$ cat config.mk
export PLATFORM = sky130hd
export DESIGN_NAME = fetch_unit
export DESIGN_NICKNAME = d
export VERILOG_FILES = /design/src/rtl/cpu_pkg.sv /design/src/rtl/pc_next.sv /design/src/rtl/fetch_unit.sv
export SDC_FILE = /design/constraint.sdc
export NUM_CORES = 1
export LEC_CHECK = 0
export CAP_MARGIN = 25
export CORE_MARGIN = 3
export CORE_UTILIZATION = 35
export DETAILED_ROUTE_END_ITERATION = 10
export GPL_TIMING_DRIVEN = 0
export PLACE_DENSITY_LB_ADDON = 0.08
export SETUP_SLACK_MARGIN = 0.3
export SYNTH_ARGS = -nofsm -noshare
export SYNTH_HDL_FRONTEND = slang
export SYNTH_SLANG_ARGS = --single-unit
$ cat constraint.sdc
create_clock -name clk -period 3.7 [get_ports clk]
set_clock_uncertainty 0.15 [all_clocks]
set_input_delay 0.74 -clock clk [delete_from_list [all_inputs] [get_ports clk]]
set_output_delay 0.74 -clock clk [all_outputs]
set_load 0.05 [all_outputs]
$ cat src/rtl/cpu_pkg.sv
// rtl/cpu_pkg.sv - shared constants and types for the fetch stage
package cpu_pkg;

  // All-zero word decodes as sll $0,$0,0 and is used as the pipeline bubble
  localparam logic [31:0] NOP_INSTR = 32'h0;

  localparam logic [5:0] OP_RTYPE = 6'b000000;
  localparam logic [5:0] OP_BEQ   = 6'b000100;
  localparam logic [5:0] OP_J     = 6'b000010;
  localparam logic [5:0] OP_LW    = 6'b100011;
  localparam logic [5:0] OP_SW    = 6'b101011;

  localparam int JUMP_W = 26;
  localparam int IMM_W  = 16;

  // What the IF/ID register does on the coming edge
  typedef enum logic [1:0] {
    IF_HOLD    = 2'd0,  // keep every IF/ID field
    IF_BUBBLE  = 2'd1,  // zero the instruction and clear valid, keep PC metadata
    IF_CAPTURE = 2'd2   // load the ROM word and its PC metadata
  } if_sel_e;

endpackage

$ cat src/rtl/pc_next.sv
// rtl/pc_next.sv - combinational next-PC and IF/ID load selection
module pc_next
  import cpu_pkg::*;
#(
  parameter int N     = 32,
  parameter int DEPTH = 32
) (
  input  logic [N-1:0]      pc_i,
  input  logic [N-1:0]      if_pc_plus1_i,
  input  logic              stall_i,
  input  logic              flush_i,
  input  logic              branch_taken_i,
  input  logic [IMM_W-1:0]  branch_offset_i,
  input  logic              jump_i,
  input  logic [JUMP_W-1:0] jump_target_i,
  output logic [N-1:0]      pc_d_o,
  output logic [N-1:0]      pc_plus1_o,
  output if_sel_e           sel_o,
  output logic              err_set_o
);

  localparam logic [N-1:0] DEPTH_N = N'(DEPTH);

  logic [N-1:0] branch_tgt;
  logic [N-1:0] jump_tgt;

  assign pc_plus1_o = pc_i + N'(1);
  assign branch_tgt = if_pc_plus1_i + {{(N - IMM_W){branch_offset_i[IMM_W-1]}}, branch_offset_i};

  // Jump keeps the upper region bits of the sequential successor of the jump itself
  always_comb begin
    jump_tgt               = if_pc_plus1_i;
    jump_tgt[JUMP_W-1:0]   = jump_target_i;
  end

  // Priority: jump, branch, stall, out-of-range, flush, normal fetch
  always_comb begin
    pc_d_o    = pc_i;
    sel_o     = IF_HOLD;
    err_set_o = 1'b0;
    if (jump_i) begin
      pc_d_o = jump_tgt;
      sel_o  = IF_BUBBLE;
    end else if (branch_taken_i) begin
      pc_d_o = branch_tgt;
      sel_o  = IF_BUBBLE;
    end else if (stall_i) begin
      // a flush arriving during a stall still kills the held instruction
      sel_o = flush_i ? IF_BUBBLE : IF_HOLD;
    end else if (pc_i >= DEPTH_N) begin
      // park on the bad address until a redirect pulls the PC back
      sel_o     = IF_BUBBLE;
      err_set_o = 1'b1;
    end else if (flush_i) begin
      pc_d_o = pc_plus1_o;
      sel_o  = IF_BUBBLE;
    end else begin
      pc_d_o = pc_plus1_o;
      sel_o  = IF_CAPTURE;
    end
  end

endmodule

$ cat src/rtl/fetch_unit.sv
// rtl/fetch_unit.sv - instruction fetch stage with PC and IF/ID register
module fetch_unit
  import cpu_pkg::*;
#(
  parameter int N        = 32,
  parameter int DEPTH    = 32,
  parameter int RESET_PC = 0
) (
  input  logic              clk,
  input  logic              rst,
  input  logic              stall,
  input  logic              flush,
  input  logic              branch_taken,
  input  logic [IMM_W-1:0]  branch_offset,
  input  logic              jump,
  input  logic [JUMP_W-1:0] jump_target,
  output logic [N-1:0]      rom_addr,
  input  logic [N-1:0]      rom_instr,
  output logic [N-1:0]      if_instr,
  output logic [N-1:0]      if_pc,
  output logic [N-1:0]      if_pc_plus1,
  output logic              if_valid,
  output logic              pc_err
);

  logic [N-1:0] pc_q, pc_d, pc_plus1;
  logic [N-1:0] if_instr_q, if_instr_d;
  logic [N-1:0] if_pc_q, if_pc_d;
  logic [N-1:0] if_pc_plus1_q, if_pc_plus1_d;
  logic         if_valid_q, if_valid_d;
  logic         pc_err_q, pc_err_d;
  if_sel_e      sel;
  logic         err_set;

  pc_next #(
    .N     (N),
    .DEPTH (DEPTH)
  ) u_pc_next (
    .pc_i            (pc_q),
    .if_pc_plus1_i   (if_pc_plus1_q),
    .stall_i         (stall),
    .flush_i         (flush),
    .branch_taken_i  (branch_taken),
    .branch_offset_i (branch_offset),
    .jump_i          (jump),
    .jump_target_i   (jump_target),
    .pc_d_o          (pc_d),
    .pc_plus1_o      (pc_plus1),
    .sel_o           (sel),
    .err_set_o       (err_set)
  );

  // IF/ID next state from the selected load action; error flag is sticky
  always_comb begin
    if_instr_d    = if_instr_q;
    if_pc_d       = if_pc_q;
    if_pc_plus1_d = if_pc_plus1_q;
    if_valid_d    = if_valid_q;
    pc_err_d      = pc_err_q | err_set;
    case (sel)
      IF_CAPTURE: begin
        if_instr_d    = rom_instr;
        if_pc_d       = pc_q;
        if_pc_plus1_d = pc_plus1;
        if_valid_d    = 1'b1;
      end
      IF_BUBBLE: begin
        if_instr_d = N'(NOP_INSTR);
        if_valid_d = 1'b0;
      end
      default: ;
    endcase
  end

  // State registers; reset beats every redirect and stall
  always_ff @(posedge clk) begin
    if (rst) begin
      pc_q          <= N'(RESET_PC);
      if_instr_q    <= N'(NOP_INSTR);
      if_pc_q       <= '0;
      if_pc_plus1_q <= '0;
      if_valid_q    <= 1'b0;
      pc_err_q      <= 1'b0;
    end else begin
      pc_q          <= pc_d;
      if_instr_q    <= if_instr_d;
      if_pc_q       <= if_pc_d;
      if_pc_plus1_q <= if_pc_plus1_d;
      if_valid_q    <= if_valid_d;
      pc_err_q      <= pc_err_d;
    end
  end

  assign rom_addr    = pc_q;
  assign if_instr    = if_instr_q;
  assign if_pc       = if_pc_q;
  assign if_pc_plus1 = if_pc_plus1_q;
  assign if_valid    = if_valid_q;
  assign pc_err      = pc_err_q;

endmodule

==> metrics.txt, run 1 <==
run status finished clean; worst setup path start branch_offset[0]; clk buf depth 2; Die H 150.2 um; Syn Area/Cell 8.279 sq um; # H-tree levels 4; FP Rows 52; vias in the first global route 7028; number of nets in the layout 1227; Slew headroom 50.81%; WHS Path Cells 2; Avg Vias per Cell 5.278; setup repair after global routing missed its margin yes; GPL Wtd Cong 0.8840; core footprint 0.02030 sq mm; Post-synth ARST share 0%; setup TNS 0 ps; dominant cell type by area after synthesis dfxtp_1; Post-DP HPWL 20630 um; Hold Slack 325.5 ps; # DRC 0; period utilization 90.32%; Vias 7352; critical path endpoint category flop; post-synth top area share 35.76%; WL final 26570 um; Clock Latency Late Sink 410 ps; number of buffers created by CTS 17; WS Path Type in2reg; Worst Setup EP rom_addr[30]; initial antenna violation count 0; register area 0.002603 sq mm; wire length per cell 19.07 um; r2r startpoint rom_addr[20]; Arrival @ worst endpoint 3490 ps; GRT overflow 0; starting density of the core 35.85%; Slew @ Worst Pin 730.1 ps; Final Core Density 51.18%; Post-Syn Nets 996; Die Span X 150.2 um; reg2reg setup slack 490 ps; PnR Total Power 0.003742 W; fraction of layout cells with a size suffix above 1 7.035%; synth top area cells dfxtp_1 (36%), nor2_1 (7.7%), ha_1 (6.2%); GRT Total Usage 23.33%; fillcell total 2011; Iteration-0 DRC Markers 493; HP Class reg2reg; die area 0.02256 sq mm; FF-to-FF path depth 12; Fin. Hold Viols 0; Post-synth EDFFs 0; cts hold-fix bufs 0; required time of the critical path 3850 ps; FF+latch count, synth 130; reg-to-reg endpoint if_instr[6]; first-pass GRT wire length 40590 um; Cell variety after synth 67; area of the multi-input gates 0.004415 sq mm; static leakage 3.811 nW; CP max FO 3; clk slew on worst S/H paths 60 ps; post-layout min period 3342 ps; most common flop cell mapped by yosys dfxtp_1; cell area after synthesis 0.007277 sq mm; register area share after synthesis 35.76%; most frequent cells in the layout clkdlybuf4s50_1 (206), nor2_1 (150), dfxtp_1 (130); Setup Viol. Count Final 0; Final Max Tran Viols 0; TritonCTS clock tree built; f_max 0.2992 GHz; post-route ant nets 0; pin count of the biggest net entering global routing 23; pwr dens 360.1 mW/mm^2; PortBufs 207; clock sink count 130; peak supply drop 256.9 uV; total of max-cap violations 0; antenna diode count 0; Syn. warnings 0; synth-to-layout area growth 42.78%; I/O pin total 210; Syn Inst Count 879; most common cell after layout, fill and taps aside clkdlybuf4s50_1; crit start category input port; First-pass DRT Iterations 5; CTS root buf clkbuf_16
## Yosys cell counts (17+ instances only)
library cell and number:
nor2_1 150, dfxtp_1 130, nand2_1 53, a21oi_1 51, a22oi_1 43, clkbuf_1 42, a211oi_1 39, ha_1 36
mux2i_1 36, xnor2_1 27, o21ai_0 24, xor2_1 23, nand3_1 18, nor3_1 18, inv_1 17
## state kept, by name, indices dropped and copies added, names as in the netlist
signal / flops
rom_addr: 32
if_instr: 32
pc_err: 1
if_pc_plus1: 32
if_pc: 32
if_valid: 1
## what timing repair did
item | CTS | global route
pin swaps | 5 | 6
buffers inserted | 4 | 1
setup endpoints to repair | 105 | 83
resized for setup | 20 | 15
## through the flow
| step | setup slack, ps | cells | instance area [sq um] |
|---|---|---|---|
| 2_1_floorplan | 454.9 | 879 | 7277 |
| 3_3_place_gp | -651.5 | 1356 | 9687 |
| 3_5_place_dp | -632.5 | 1356 | 9687 |
| 4_1_cts | 301.9 | 1392 | 10370 |
| 5_1_grt | 150.7 | 1393 | 10390 |
| 6_report | 358.1 | 1393 | 10390 |
## critical path: stages
cell and delay [ps]:
clkdlybuf4s50_1 460, ha_2 170, inv_1 50, fa_2 340, and2b_2 270, o2111ai_4 130, a21oi_2 200, o21ai_2 90
and4bb_4 220, or4_4 430, and3_4 170, a211o_1 210
## cell families (layout without fill, tap and decap cells)
family          Yosys count  count (layout)  synth area share (%)
fa+ha+maj                37              37                 6.465
flops                   130             130                 35.76
mux                      37              37                 5.107
xor+xnor                 50              50                 6.018
simple gates            305             305                 19.55
compound gates          243             243                 22.90
buf+inv                  77             321                 4.195
## report_power, final
group	internal, W	switching, W	total (W)
registers	0.00143	0.0000511	0.00148
logic	0.000213	0.000328	0.000540
clock network	0.00111	0.000613	0.00172
total	0.00275	0.000992	0.00374
## final cells by class
class                      instances  share of cell area, %
multi-input combinational        672                  42.50
sequential                       130                  25.05
timing repair buffer             212                  20.26
clock buffer                      22                  4.564
tap                              270                  3.251
buffer                            60                  2.505
clock inverter                    10                  1.264
inverter                          17                 0.6142
## worst min path at each step
stage	from	slack, ps	end
after floorplan	if_pc_plus1[16]	560	if_pc_plus1[16]
after global placement	pc_err	300	pc_err
after detailed placement	pc_err	320	pc_err
after CTS	pc_err	340	pc_err
after global routing	pc_err	360	pc_err
final	pc_err	330	pc_err
## routing by layer
| metal | wire length [um] | share of wire (%) | GRT usage (%) |
|---|---|---|---|
| met1 | 11940 | 45 | 31.80 |
| met2 | 11690 | 44 | 35.64 |
| met3 | 2526 | 9.5 | 7.556 |
| met4 | 409 | 1.5 | 6.176 |
| met5 | 0 | 0 | 0 |
Note: power is estimated with default switching activity, not from simulation.
==> inputs of run 2 (changes only) <==
--- a/config.mk
+++ b/config.mk
@@ -6,7 +6,7 @@
 export NUM_CORES = 1
 export LEC_CHECK = 0
 export CAP_MARGIN = 25
-export CORE_MARGIN = 3
+export CORE_MARGIN = 4
 export CORE_UTILIZATION = 35
 export DETAILED_ROUTE_END_ITERATION = 10
 export GPL_TIMING_DRIVEN = 0
==> metrics.txt, run 2 (synthesis results as in run 1) <==
WS Path Type in2reg; GRT overflow 0 (unchanged); number of nets in the layout 1227 (unchanged); Arrival @ worst endpoint 3520 ps (+30 ps); vias in the first global route 7057 (+0.41%); CTS root buf clkbuf_16; setup TNS 0 ps (unchanged); pwr dens 357.1 mW/mm^2 (-0.85%); run status finished clean; sw frac 26.93% (+0.42 points); Sequential Power Share 39.9% (+0.3 points); period utilization 90.78% (+0.45 points); clk slew on worst S/H paths 60 ps (about the same); GPL Wtd Cong 0.8830 (-0.11%); Slew headroom 39.87% (-11 points); GRT Total Usage 22.45% (-0.87 points); clock sink count 130 (unchanged); antenna diode count 0 (unchanged); Clock Latency Late Sink 420 ps (about the same); number of buffers created by CTS 17 (unchanged); die area 0.02316 sq mm (+2.7%); P_sw 0.001001 W (+0.86%); Avg Vias per Cell 5.347 (+1.3%); # H-tree levels 4 (unchanged); total of max-cap violations 0 (unchanged); Slew @ Worst Pin 892.5 ps (+162.4 ps); clock power share 45.6% (-0.4 points); Iteration-0 DRC Markers 555 (+13%); clk buf depth 2 (unchanged); post-route ant nets 0 (unchanged); First-pass DRT Iterations 5 (unchanged); Vias 7443 (+1.2%); peak supply drop 283.9 uV (+11%); first-pass GRT wire length 41600 um (+2.5%); Combinational Power Share 14.5% (about the same); post-layout min period 3359 ps (+16.82 ps); initial antenna violation count 1 (+1); pin count of the biggest net entering global routing 23 (unchanged); core footprint 0.02036 sq mm (+0.32%); Setup Viol. Count Final 0 (unchanged); Die Span X 152.2 um (+1.3%); I/O pin total 210 (unchanged); Fin. Hold Viols 0 (unchanged); Final Core Density 51.09% (-0.090 points); fillcell total 2000 (-0.55%); wire length per cell 19.45 um (+2.0%); # DRC 0 (unchanged); Post-DP HPWL 20980 um (+1.7%); Final Max Tran Viols 0 (unchanged); critical path endpoint category flop; f_max 0.2977 GHz (-0.50%); fraction of layout cells with a size suffix above 1 7.398% (+0.36 points); crit start category input port; P_int 0.002715 W (-1.3%); synth-to-layout area growth 42.99%; HP Class reg2reg; CP max FO 3 (unchanged); most common cell after layout, fill and taps aside clkdlybuf4s50_1; static leakage 3.796 nW (-0.39%); PortBufs 207 (unchanged); Die H 152.2 um (+1.3%); WL final 27080 um (+1.9%); TritonCTS clock tree built; required time of the critical path 3860 ps (about the same); most frequent cells in the layout clkdlybuf4s50_1 (205), nor2_1 (149), dfxtp_1 (130); FP Rows 52 (unchanged); starting density of the core 35.73% (-0.11 points); setup repair after global routing missed its margin yes
[run 2: changes by cell type in the layout (fill, tap and decap cells not counted), sizes merged]
| cell | before | now |
|---|---|---|
| clkdlybuf4s50 | 206 | 205 |
| clkinv | 6 | 4 |
| clkbuf | 64 | 66 |
| clkinvlp | 1 | 2 |
| buf | 24 | 22 |
| dlygate4sd2 | 0 | 1 |
[run 2: final cells by class]
| class | instances | area (sq um) | share of cell area [%] |
|---|---|---|---|
| Timing Repair Buffer | 212 | 2103 | 20.21 |
| Buffer | 60 | 260.3 | 2.501 |
| Sequential cell | 130 | 2603 | 25.01 |
| Tap cell | 270 | 337.8 | 3.247 |
| Multi-Input combinational cell | 672 | 4451 | 42.77 |
| Clock buffer | 22 | 454.2 | 4.365 |
| Clock inverter | 9 | 132.6 | 1.275 |
| Inverter | 17 | 63.81 | 0.6133 |
[run 2: final timing paths]
path	start	to	slack, ps	depth (start not counted)
hold reg to reg	if_pc[22]	if_pc[22]	340	2
setup reg to reg	rom_addr[20]	if_pc[21]	520	12
setup / recovery	branch_offset[1]	rom_addr[30]	340	11
hold / removal	if_pc[22]	if_pc[22]	340	2
[run 2: repair_timing]
item | in CTS | in global routing
setup endpoints to repair | 100 | 90
resized for setup | 21 | 22
pin swaps | 5 | 5
buffers inserted | 3 | 2
hold buffers | 0 | 0
[run 2: critical path, stage by stage]
cell and delay, ps:
clkdlybuf4s50_1 490, inv_1 70, fa_2 380, and2b_2 270
o2111ai_4 150, a21oi_2 220, o21ai_2 110, and4bb_4 220
or4_4 500, and3_4 160, a211o_1 220
[run 2: power by group through the flow]
stage	clock [W]	combinational, W	sequential, W
4_1_cts	0.00173	0.000534	0.00148
3_5_place_dp	0	0.000530	0.00151
5_1_grt	0.00179	0.000572	0.00149
6_report	0.00170	0.000538	0.00148
2_1_floorplan	0	0.000207	0.00159
3_3_place_gp	0	0.000532	0.00151
[run 2: layer usage]
layer	up-vias	track usage, %	part of all wire, %
met1	3478	29.93	45
li1	3668	-	-
met4	2	5.223	1.1
met2	270	34.53	44
met5	-	0	0.048
met3	25	8.691	9.4
[run 2: through the flow]
| stage | cell area, sq um | setup WS [ps] | hold WS (ps) | cells | total power [W] |
|---|---|---|---|---|---|
| final | 10410 | 341.3 | 342.5 | 1392 | 0.003716 |
| after global routing | 10410 | 277.7 | 369.3 | 1392 | 0.003843 |
| after CTS | 10330 | 298.5 | 351.1 | 1390 | 0.003744 |
| after detailed placement | 9687 | -641.1 | 336.3 | 1356 | 0.002041 |
| after global placement | 9687 | -632.8 | 322.8 | 1356 | 0.002043 |
| after floorplan | 7277 | 454.9 | 563.9 | 879 | 0.001795 |
==> inputs of run 3 (changes only) <==
--- a/config.mk
+++ b/config.mk
@@ -14,4 +14,5 @@
 export SETUP_SLACK_MARGIN = 0.3
 export SYNTH_ARGS = -nofsm -noshare
 export SYNTH_HDL_FRONTEND = slang
+export SYNTH_HIERARCHICAL = 1
 export SYNTH_SLANG_ARGS = --single-unit
==> constraint.sdc (replaced) <==
create_clock -name clk -period 3.7 [get_ports clk]
set_clock_uncertainty 0.15 [all_clocks]
set_input_delay 0.74 -clock clk [delete_from_list [all_inputs] [get_ports clk]]
set_output_delay 0.74 -clock clk [all_outputs]
set_load 0.02 [all_outputs]
==> metrics.txt, run 3 <==
Slew @ Worst Pin 959.0 ps (+66.54 ps); clk slew on worst S/H paths 60 ps (about the same); starting density of the core 36.09% (+0.36 points); setup repair after global routing missed its margin yes; GRT overflow 0 (unchanged); period utilization 93.51% (+2.7 points); First-pass DRT Iterations 5 (unchanged); synth-to-layout area growth 44.19%; required time of the critical path 3830 ps (-30 ps); wire length per cell 18.55 um (-4.6%); Syn Area/Cell 8.810 sq um (+6.4%); most common flop cell mapped by yosys dfxtp_1; CP cell instances buf_6 > ha_4 > fa_2 > a21oi_4 > nor3b_2 > o31a_1 > o31a_1 > o41ai_4 > a21oi_2 > xnor2_1 > mux2_2 > mux2_2 > nor2b_1; Post-Syn Nets 989 (-0.70%); vias in the first global route 7106 (+0.69%); run status finished clean; post-route ant nets 0 (unchanged); Fin. Hold Viols 0 (unchanged); clock sink count 130 (unchanged); pwr dens 340.3 mW/mm^2 (-4.7%); Worst path max stage delay 450 ps (-50 ps); setup TNS 0 ps (unchanged); top-count cell post-synth dfxtp_1; Die Span X 156.2 um (+2.6%); FF+latch count, synth 130 (unchanged); Iteration-0 DRC Markers 346 (-38%); die area 0.02438 sq mm (+5.3%); cts hold-fix bufs 0 (unchanged); Post-DP HPWL 19200 um (-8.5%); cell area after synthesis 0.007682 sq mm (+5.6%); # DRC 0 (unchanged); Die H 156.2 um (+2.6%); crit start category input port; Post-synth EDFFs 0 (unchanged); slowest stage cell, crit path o41ai_4; area of placed instances 0.01014 sq mm (+4.6%); post-synth top area share 33.88% (-1.9 points); first-pass GRT wire length 40100 um (-3.6%); most frequent cells in the layout clkdlybuf4s50_1 (194), dfxtp_1 (130), nor2_1 (91); static leakage 4.091 nW (+7.8%); peak supply drop 292.9 uV (+3.1%); Syn. warnings 6 (+6); Slew headroom 36.06% (-3.8 points); GPL Wtd Cong 0.8749 (-0.92%); number of buffers created by CTS 17 (unchanged); Vias 7093 (-4.7%); Post-synth top cells dfxtp_1 (130), nor2_1 (91), nand2_1 (86); most common cell after layout, fill and taps aside clkdlybuf4s50_1; Arrival @ worst endpoint 3590 ps (+70 ps); Clock Latency Late Sink 410 ps (about the same); post-placement cell count 1356 (unchanged); core footprint 0.02129 sq mm (+4.5%); WL final 25840 um (-4.6%); WS Path Type in2reg; FP Rows 53 (+1.9%); synth top area cells dfxtp_1 (34%), mux2i_1 (11%), ha_1 (5.9%); Final Max Tran Viols 0 (unchanged); number of nets in the layout 1222 (-0.41%); # H-tree levels 4 (unchanged); GRT Total Usage 20.88% (-1.6 points); post-layout min period 3460 ps (+101.0 ps); f_max 0.2890 GHz (-2.9%); Setup Viol. Count Final 0 (unchanged); I/O pin total 210 (unchanged); register area share after synthesis 33.88% (-1.9 points); fraction of layout cells with a size suffix above 1 12.89% (+5.5 points); Avg Vias per Cell 5.092 (-4.8%); dominant cell type by area after synthesis dfxtp_1; Cell variety after synth 58 (-13%); Post-synth ARST share 0% (unchanged); Hold Slack 308.0 ps (-34.46 ps); HP Class reg2reg; clk buf depth 2 (unchanged); Syn Inst Count 872 (-0.80%); pin count of the biggest net entering global routing 20 (-13%); finished layout cell area 0.01108 sq mm (+6.5%); initial antenna violation count 0 (-1); PortBufs 208 (+0.48%); CTS root buf clkbuf_16; total of max-cap violations 0 (unchanged); TritonCTS clock tree built; critical path endpoint category flop; Post-Layout Cell Count 1393 (+0.072%); CP max FO 3 (unchanged)
-- run 3: kinds of logic (layout without fill, tap and decap cells) --
kind of cell	Yosys count	after routing	synth area share, %
multiplexers	86	86	11.29
adder cells (fa/ha/maj)	37	37	6.124
AND/OR/NAND/NOR	335	335	21.37
buffers and inverters	61	306	4.430
AO/OA/AOI/OAI	164	164	16.19
flip-flops	130	130	33.88
XOR/XNOR	59	59	6.726
other	0	1	0
-- run 3: metal layers --
| layer | up-vias | part of all wire, % | track usage, % |
|---|---|---|---|
| met5 | - | 0 | 0 |
| met4 | 0 | 1.7 | 5.372 |
| met3 | 32 | 7.5 | 5.992 |
| met2 | 228 | 45 | 33.71 |
| met1 | 3310 | 46 | 27.55 |
| li1 | 3523 | - | - |
-- run 3: worst max-delay path: cells and delay by family --
kind	cells	cell delay (ps)
muxes	2	520
buffers and inverters	1	100
xor gates and xnor gates	1	140
and+or+nand+nor	2	200
AOI/OAI and AO/OA	5	1370
adders and majority gates	2	520
-- run 3: stage by stage --
| stage | worst slack, ps | total power (W) | utilization, % |
|---|---|---|---|
| 3_3_place_gp | -936.8 | 0.001970 | 47.60 |
| 2_1_floorplan | 129.2 | 0.001739 | - |
| 6_report | 240.3 | 0.003769 | 52.04 |
| 4_1_cts | 210.4 | 0.003803 | 51.61 |
| 3_5_place_dp | -928.8 | 0.001969 | 47.62 |
| 5_1_grt | 129.7 | 0.003903 | 52.02 |
-- run 3: report_power, final --
group	internal (W)	switching (W)	total [W]	leakage (nW)
registers	0.00143	0.0000523	0.00148	1.05
logic	0.000237	0.000235	0.000472	2.73
clock network	0.00118	0.000641	0.00182	0.302
-- run 3: timing repair --
action | CTS | global route
endpoints found under the setup margin | 107 | 61
cloned | 0 | 0
setup buffers | 4 | 1
pin swaps | 10 | 6
resized for setup | 51 | 18
-- run 3: layout make-up --
cell class / instances / area, sq um
fill: 2041 / 10210
multi-input combinational: 681 / 5040
sequential: 130 / 2603
timing repair buffer: 214 / 2116
clock buffer: 22 / 474.2
tap: 275 / 344.1
buffer: 48 / 295.3
clock inverter: 9 / 153.9
inverter: 13 / 48.80
antenna: 1 / 2.502
-- run 3: path summary, 6_finish.rpt --
| path | slack, ps | endpoint | cells after the start | startpoint |
|---|---|---|---|---|
| setup / recovery | 240 | rom_addr[26] | 13 | branch_offset[0] |
| hold / removal | 310 | if_valid | 2 | if_valid |
| setup reg to reg | 290 | rom_addr[26] | 12 | if_pc_plus1[0] |
| hold reg to reg | 310 | if_valid | 2 | if_valid |
